**config.mk**
```make
export PLATFORM = sky130hd
export DESIGN_NAME = tcdm_initiator
export DESIGN_NICKNAME = d
export VERILOG_FILES = /design/src/rtl/tcdm_initiator.sv
export SDC_FILE = /design/constraint.sdc
export NUM_CORES = 1
export LEC_CHECK = 0
export ABC_CLOCK_PERIOD_IN_PS = 2100
export CORE_UTILIZATION = 41
export DETAILED_ROUTE_END_ITERATION = 12
export PLACE_DENSITY = 0.77
export SLEW_MARGIN = 10
export SYNTH_ARGS = -nofsm -noshare
export SYNTH_HDL_FRONTEND = slang
export SYNTH_SLANG_ARGS = --single-unit
```
**constraint.sdc**
```tcl
create_clock -name clk_i -period 2.1 [get_ports clk_i]
set_input_delay 0.42 -clock clk_i [delete_from_list [all_inputs] [get_ports clk_i]]
set_output_delay 0.42 -clock clk_i [all_outputs]
set_load 0.02 [all_outputs]
```
**src/rtl/tcdm_initiator.sv**
```systemverilog
// rtl/tcdm_initiator.sv - core-side TCDM initiator with in-order response reorder buffer
// Optional LR wait: define TCDM_INITIATOR_LRWAIT_EN to block all requests behind an outstanding LR.
module tcdm_initiator #(
  parameter int unsigned AddrWidth      = 32,
  parameter int unsigned DataWidth      = 32,
  parameter int unsigned MaxOutstanding = 4,
  parameter int unsigned CoreIdWidth    = 8,
  parameter int unsigned TileIdWidth    = 4,
  parameter int unsigned IniAddrWidth   = 3,
  parameter int unsigned IdWidth        = $clog2(MaxOutstanding)
) (
  input  logic                    clk_i,
  input  logic                    rst_ni,
  input  logic [CoreIdWidth-1:0]  core_id_i,
  input  logic [TileIdWidth-1:0]  tile_id_i,
  input  logic [IniAddrWidth-1:0] ini_addr_i,
  input  logic                    core_req_valid_i,
  output logic                    core_req_ready_o,
  input  logic [AddrWidth-1:0]    core_req_addr_i,
  input  logic                    core_req_write_i,
  input  logic [3:0]              core_req_amo_i,
  input  logic [DataWidth-1:0]    core_req_wdata_i,
  input  logic [DataWidth/8-1:0]  core_req_be_i,
  output logic                    core_resp_valid_o,
  input  logic                    core_resp_ready_i,
  output logic [DataWidth-1:0]    core_resp_rdata_o,
  output logic                    out_valid_o,
  input  logic                    out_ready_i,
  output logic [AddrWidth-1:0]    out_addr_o,
  output logic                    out_write_o,
  output logic [3:0]              out_amo_o,
  output logic [DataWidth-1:0]    out_wdata_o,
  output logic [DataWidth/8-1:0]  out_be_o,
  output logic [IniAddrWidth+TileIdWidth+CoreIdWidth+IdWidth-1:0] out_meta_o,
  input  logic                    in_valid_i,
  output logic                    in_ready_o,
  input  logic [DataWidth-1:0]    in_rdata_i,
  input  logic [IdWidth-1:0]      in_id_i
);

  if (DataWidth != 32) begin : gen_dw_check
    $error("tcdm_initiator: only DataWidth = 32 is supported");
  end
  if (MaxOutstanding < 2 || (MaxOutstanding & (MaxOutstanding - 1)) != 0) begin : gen_rob_check
    $error("tcdm_initiator: MaxOutstanding must be a power of two >= 2");
  end

  localparam int unsigned CntWidth = IdWidth + 1;
  localparam logic [CntWidth-1:0] MaxCnt = CntWidth'(MaxOutstanding);
  localparam logic [CntWidth-1:0] CntOne = CntWidth'(1);
  localparam logic [IdWidth-1:0]  IdOne  = IdWidth'(1);

  logic [MaxOutstanding-1:0] busy_q, done_q;
  logic [DataWidth-1:0]      data_q [MaxOutstanding];
  logic [IdWidth-1:0]        head_q, tail_q;
  logic [CntWidth-1:0]       count_q;
  logic                      lr_stall;
  logic                      tracked, can_issue, alloc, retire;

  assign tracked          = !core_req_write_i;
  assign can_issue        = !lr_stall && (!tracked || count_q < MaxCnt);
  assign out_valid_o      = core_req_valid_i && can_issue;
  assign core_req_ready_o = out_ready_i && can_issue;
  assign alloc            = out_valid_o && out_ready_i && tracked;

  assign out_addr_o  = core_req_addr_i;
  assign out_write_o = core_req_write_i;
  assign out_amo_o   = core_req_amo_i;
  assign out_wdata_o = core_req_wdata_i;
  assign out_be_o    = core_req_be_i;
  // Stores never get a response, so their id field carries no meaning.
  assign out_meta_o  = {ini_addr_i, tile_id_i, core_id_i, tracked ? tail_q : {IdWidth{1'b0}}};

  // Every tracked request owns its slot before issue, so responses are never refused.
  assign in_ready_o        = 1'b1;
  assign core_resp_valid_o = busy_q[head_q] && done_q[head_q];
  assign core_resp_rdata_o = data_q[head_q];
  assign retire            = core_resp_valid_o && core_resp_ready_i;

  always_ff @(posedge clk_i or negedge rst_ni) begin
    if (!rst_ni) begin
      head_q  <= '0;
      tail_q  <= '0;
      count_q <= '0;
      busy_q  <= '0;
      done_q  <= '0;
      for (int i = 0; i < MaxOutstanding; i++) data_q[i] <= '0;
    end else begin
      if (alloc) begin
        busy_q[tail_q] <= 1'b1;
        done_q[tail_q] <= 1'b0;
        tail_q         <= tail_q + IdOne;
      end
      if (in_valid_i) begin
        done_q[in_id_i] <= 1'b1;
        data_q[in_id_i] <= in_rdata_i;
      end
      if (retire) begin
        busy_q[head_q] <= 1'b0;
        head_q         <= head_q + IdOne;
      end
      case ({alloc, retire})
        2'b10:   count_q <= count_q + CntOne;
        2'b01:   count_q <= count_q - CntOne;
        default: ;
      endcase
    end
  end

`ifdef TCDM_INITIATOR_LRWAIT_EN
  logic               lr_stall_q;
  logic [IdWidth-1:0] lr_id_q;

  // The bank may park an LR behind another core's SC, so nothing may overtake it.
  always_ff @(posedge clk_i or negedge rst_ni) begin
    if (!rst_ni) begin
      lr_stall_q <= 1'b0;
      lr_id_q    <= '0;
    end else if (alloc && core_req_amo_i == 4'hA) begin
      lr_stall_q <= 1'b1;
      lr_id_q    <= tail_q;
    end else if (retire && head_q == lr_id_q) begin
      lr_stall_q <= 1'b0;
    end
  end
  assign lr_stall = lr_stall_q;
`else
  assign lr_stall = 1'b0;
`endif

  resp_to_live_slot: assert property (@(posedge clk_i) disable iff (!rst_ni)
    in_valid_i |-> (busy_q[in_id_i] && !done_q[in_id_i]));

endmodule

```
==> metrics list <==
- The flow ran to the end, but the final reports show violations.
- The final reports fail on setup timing.
* Total core area: 16,700 sq um
- Root buffer selected by CTS: sky130_fd_sc_hd__clkbuf_16
- Required time worst endpoint: 2.41 ns
- Detail-routed via count per cell: 5.22
- TritonCTS sink count: 143
- Post-detailed-routing wire length: 15,300 microns
- Inst Count DP: 697
* Max-slew violation count: 0
* Setup repair after global routing missed its margin: yes
- In this run the vertical extent of the chip is 133 microns.
- Net total in the final layout: 650
- TritonCTS built the clock tree.
* Ratio of cells with drive above 1 in the final layout: 52.6%
- Detailed placement ended at an HPWL of 10,400 microns.
* Layout Area Growth over Synthesis: 19.7%
* Count of buffers from port buffering: 78
- First-iteration detailed-routing DRC count: 103
* Capturing instance or port of the critical path: count_q[2]
* Final worst-path cycle share: 109%
- Clock H-tree levels: 4
- The critical path is of the flip-flop to flip-flop type.
- Across the run, the number of max-cap violations was 0.
- The worst setup path is launched from a flip-flop.
* Initial DRT Pass Iterations: 4
* Top cells by count, synth: 143 x sky130_fd_sc_hd__dfrtp_1, 123 x sky130_fd_sc_hd__mux2_2, 93 x sky130_fd_sc_hd__buf_4
- At the later pin of the worst-skew pair, clock insertion delay measures 0.42 ns.
- The number of antenna diodes in the final layout is 0.
* Largest stage delay on the critical path: 0.52 ns
- The synthesized netlist contains 36 unique library cells.
- After synthesis, the largest family of logic cells by area is multiplexers.
- Post-Layout Inst Area: 8430 sq um
* Sequential element share of the synthesized area: 50.8%
- Between clock sinks in the finished design, the worst skew comes to 0.00473 ns.
- Once placement finished, the instance area stood at 7690 sq um.
- Counting the buffers created by CTS gives 17.
* Yosys warning count: 0
- The worst-case IR drop observed on VDD is 0.621 mV.
* Synth Area in XOR/XNOR: 0.497%
- Mux cell area share after synthesis: 31.3%
- The number of cells on the worst reg-to-reg path is 9.
* Primary FF master, synth: sky130_fd_sc_hd__dfrtp_1
- Via count: 3,886
- Static timing analysis puts the maximum clock frequency at 435 MHz.
- Type of the tightest min-delay check: flip-flop to flip-flop
- Among all cell types in the netlist, the one instantiated most often is sky130_fd_sc_hd__dfrtp_1.
- Mean instance size in the synthesized netlist: 14.7 sq um
* Total Routing Usage GR: 18.4%
- The largest total area in the synthesized netlist belongs to sky130_fd_sc_hd__dfrtp_1.
* Gpl congestion: 0.794
- Ys async rst share: 100%
* Worst-path cell chain: buf_6 -> inv_4 -> mux4_2 -> and2_4 -> ha_4 -> fa_2 -> xnor2_1 -> nor2_1 -> xor2_1
- DRC violation count after routing: 0
- The number of hold violations in the final report came to 0.
- Post-synth top area share: 50.8%
- Cell Pwr Density: 1350 nW/um^2
- Dividing the detail-routed wire length by the instance count gives 20.5 microns.
- The worst path in the final design needs a cycle of 2.30 ns, including I/O delays and setup.
* Netlist area before placement: 7050 sq um
- The total overflow left after global routing is 0.
- Worst Path Max Fanout: 4
- Placement Rows: 47
- Floorplan die area: 17,700 sq um
* Initial antenna violation count: 0
* Data arrival time of the critical path: 2.60 ns
* Leakage: 3.62 nW
- After Yosys synthesis, full adders, half adders and majority gates account for 1.88% of the synthesized area.
* Slowest library cell on the worst path: sky130_fd_sc_hd__mux4_2
* Chip Width: 133 microns
- Destination of the worst register-to-register timing path: count_q[2]
* Count of flip-flops with a built-in enable after synthesis: 0
- Min setup slack post-route: -0.198 ns
* Vias in the first global route: 4,397
- The first global-routing pass estimated 24,200 microns of wire.
- Entering global routing, the biggest net connects 51 pins.
- Synthesized-area fraction occupied by ao, oa, aoi and oai cells: 1.95%
* R2R Path Start: head_q[0]
- In this run the deepest clock path goes through 2 buffers.
- Clock-pin slew was measured on the worst setup and hold paths at 0.06 ns.
- Once the floorplan was initialized, standard cells occupied 42.2% of the core.
- Flop and latch count out of synthesis: 143
- Counting every net in the synthesized netlist gives 617.
- Final-layout worst hold slack: 0.490 ns
* Total of endpoints with negative setup slack in the final report: 34
- The count of cells in the finished layout, fillers not included, comes to 745.
- Synthesized instance count: 479
- In this run the remaining antenna-violating nets after routing total 0.
- Total I/O pin count: 254
- In the post-synthesis netlist, the biggest area contributors are sky130_fd_sc_hd__dfrtp_1 51%, sky130_fd_sc_hd__mux2_2 20%, sky130_fd_sc_hd__mux4_2 11%.
- Register-to-register setup slack: -0.20 ns
- Summing the areas of all and, or, nand and nor instances in the mapped netlist gives 2.04% of the synthesized area.
- Crit. Startpoint: head_q[0]
* Setup crit end kind: flip-flop
-- timing repair --
action                     in CTS  in global routing
gates resized for setup       140                 47
setup buffers                   4                 11
hold buffers                    1                  0
setup endpoints to repair      38                 37
hold endpoints to repair       44                  0
pin swaps                       2                  1
-- per-layer routing --
metal,GRT usage (%),vias up,part of all wire [%]
met4,8.71,0,3.2
met3,7.53,58,7.9
met1,20.4,1996,38
li1,-,1698,-
met5,0,-,0
met2,30.6,134,51
-- layout by cell type, fill, tap and decap left out, types with 2 or more instances in the layout --
cell type / netlist / layout
sky130_fd_sc_hd__a21bo_2: 3 / 3
sky130_fd_sc_hd__o311ai_0: 2 / 2
sky130_fd_sc_hd__buf_12: 0 / 12
sky130_fd_sc_hd__dfrtp_2: 0 / 2
sky130_fd_sc_hd__mux2_2: 123 / 122
sky130_fd_sc_hd__nand3b_1: 2 / 2
sky130_fd_sc_hd__ha_1: 9 / 8
sky130_fd_sc_hd__mux2_1: 6 / 6
sky130_fd_sc_hd__buf_4: 93 / 25
sky130_fd_sc_hd__a21o_1: 2 / 2
sky130_fd_sc_hd__clkbuf_16: 0 / 17
sky130_fd_sc_hd__dlygate4sd2_1: 0 / 3
sky130_fd_sc_hd__a31oi_1: 4 / 4
sky130_fd_sc_hd__nand2_1: 6 / 6
sky130_fd_sc_hd__bufinv_16: 0 / 3
sky130_fd_sc_hd__dlymetal6s2s_1: 0 / 2
sky130_fd_sc_hd__and2_1: 6 / 5
sky130_fd_sc_hd__clkinv_4: 0 / 2
sky130_fd_sc_hd__mux4_2: 33 / 33
sky130_fd_sc_hd__buf_6: 1 / 27
sky130_fd_sc_hd__nor2_1: 3 / 3
sky130_fd_sc_hd__buf_2: 14 / 13
sky130_fd_sc_hd__dfrtp_1: 143 / 141
sky130_fd_sc_hd__clkdlybuf4s50_1: 0 / 39
sky130_fd_sc_hd__clkinv_2: 0 / 5
sky130_fd_sc_hd__inv_1: 4 / 4
sky130_fd_sc_hd__clkbuf_1: 2 / 3
sky130_fd_sc_hd__xnor2_1: 3 / 3
sky130_fd_sc_hd__a21oi_1: 4 / 4
-- registers in the layout, indices dropped and copies added (netlist names) --
register,cells
busy_q,4
count_q,3
data_q,128
done_q,4
head_q,2
tail_q,2
-- worst max-delay path, delay by kind of cell (launching register included) --
| kind | cells | cell delay (ns) |
|---|---|---|
| XOR/XNOR | 2 | 0.31 |
| adder cells (fa/ha/maj) | 2 | 0.49 |
| buffers and inverters | 2 | 0.18 |
| multiplexers | 1 | 0.52 |
| AND/OR/NAND/NOR | 2 | 0.23 |
| flip-flops | 1 | 0.46 |
-- layout make-up --
| type | instances | area, sq um |
|---|---|---|
| clock inverter | 11 | 140 |
| timing repair buffer | 124 | 1270 |
| sequential | 143 | 3580 |
| multi-input combinational | 221 | 2690 |
| clock buffer | 21 | 450 |
| fill | 1428 | 8270 |
| tap | 220 | 275 |
| inverter | 5 | 21.3 |
-- stage by stage --
step / utilization [%] / setup TNS [ns] / setup slack, ns / power, mW
6_report: 50.5 / -3.81 / -0.198 / 11.4
3_3_place_gp: 46.0 / -3.12 / -0.181 / 7.96
4_1_cts: 49.1 / -4.11 / -0.265 / 10.9
5_1_grt: 50.5 / -6.21 / -0.267 / 11.9
2_1_floorplan: - / -0.462 / -0.234 / 6.48
3_5_place_dp: 46.0 / -3.34 / -0.173 / 8.14
-- worst min path at each step --
stage,start,end,slack (ns),cells after the start
4_1_cts,data_q[112],data_q[112],0.49,1
3_3_place_gp,rst_ni,data_q[1],0.39,1
3_5_place_dp,rst_ni,data_q[40],0.39,1
2_1_floorplan,rst_ni,busy_q[0],0.12,0
5_1_grt,count_q[2],count_q[2],0.50,1
6_report,data_q[112],data_q[112],0.49,1
-- cell families (layout without fill, tap and decap cells) --
group | count (synthesis) | after routing
flip-flops | 143 | 143
adder cells (fa/ha/maj) | 10 | 10
buffers and inverters | 115 | 161
other | 1 | 1
AO/OA/AOI/OAI | 19 | 19
multiplexers | 163 | 163
AND/OR/NAND/NOR | 24 | 24
XOR/XNOR | 4 | 4
-- report_power, final --
| part | internal, mW | switching (mW) | total [mW] |
|---|---|---|---|
| clock | 1.89 | 1.10 | 2.99 |
| sequential | 3.36 | 0.347 | 3.71 |
| combinational | 2.63 | 2.03 | 4.66 |
Power figures use the tool's default switching activity.
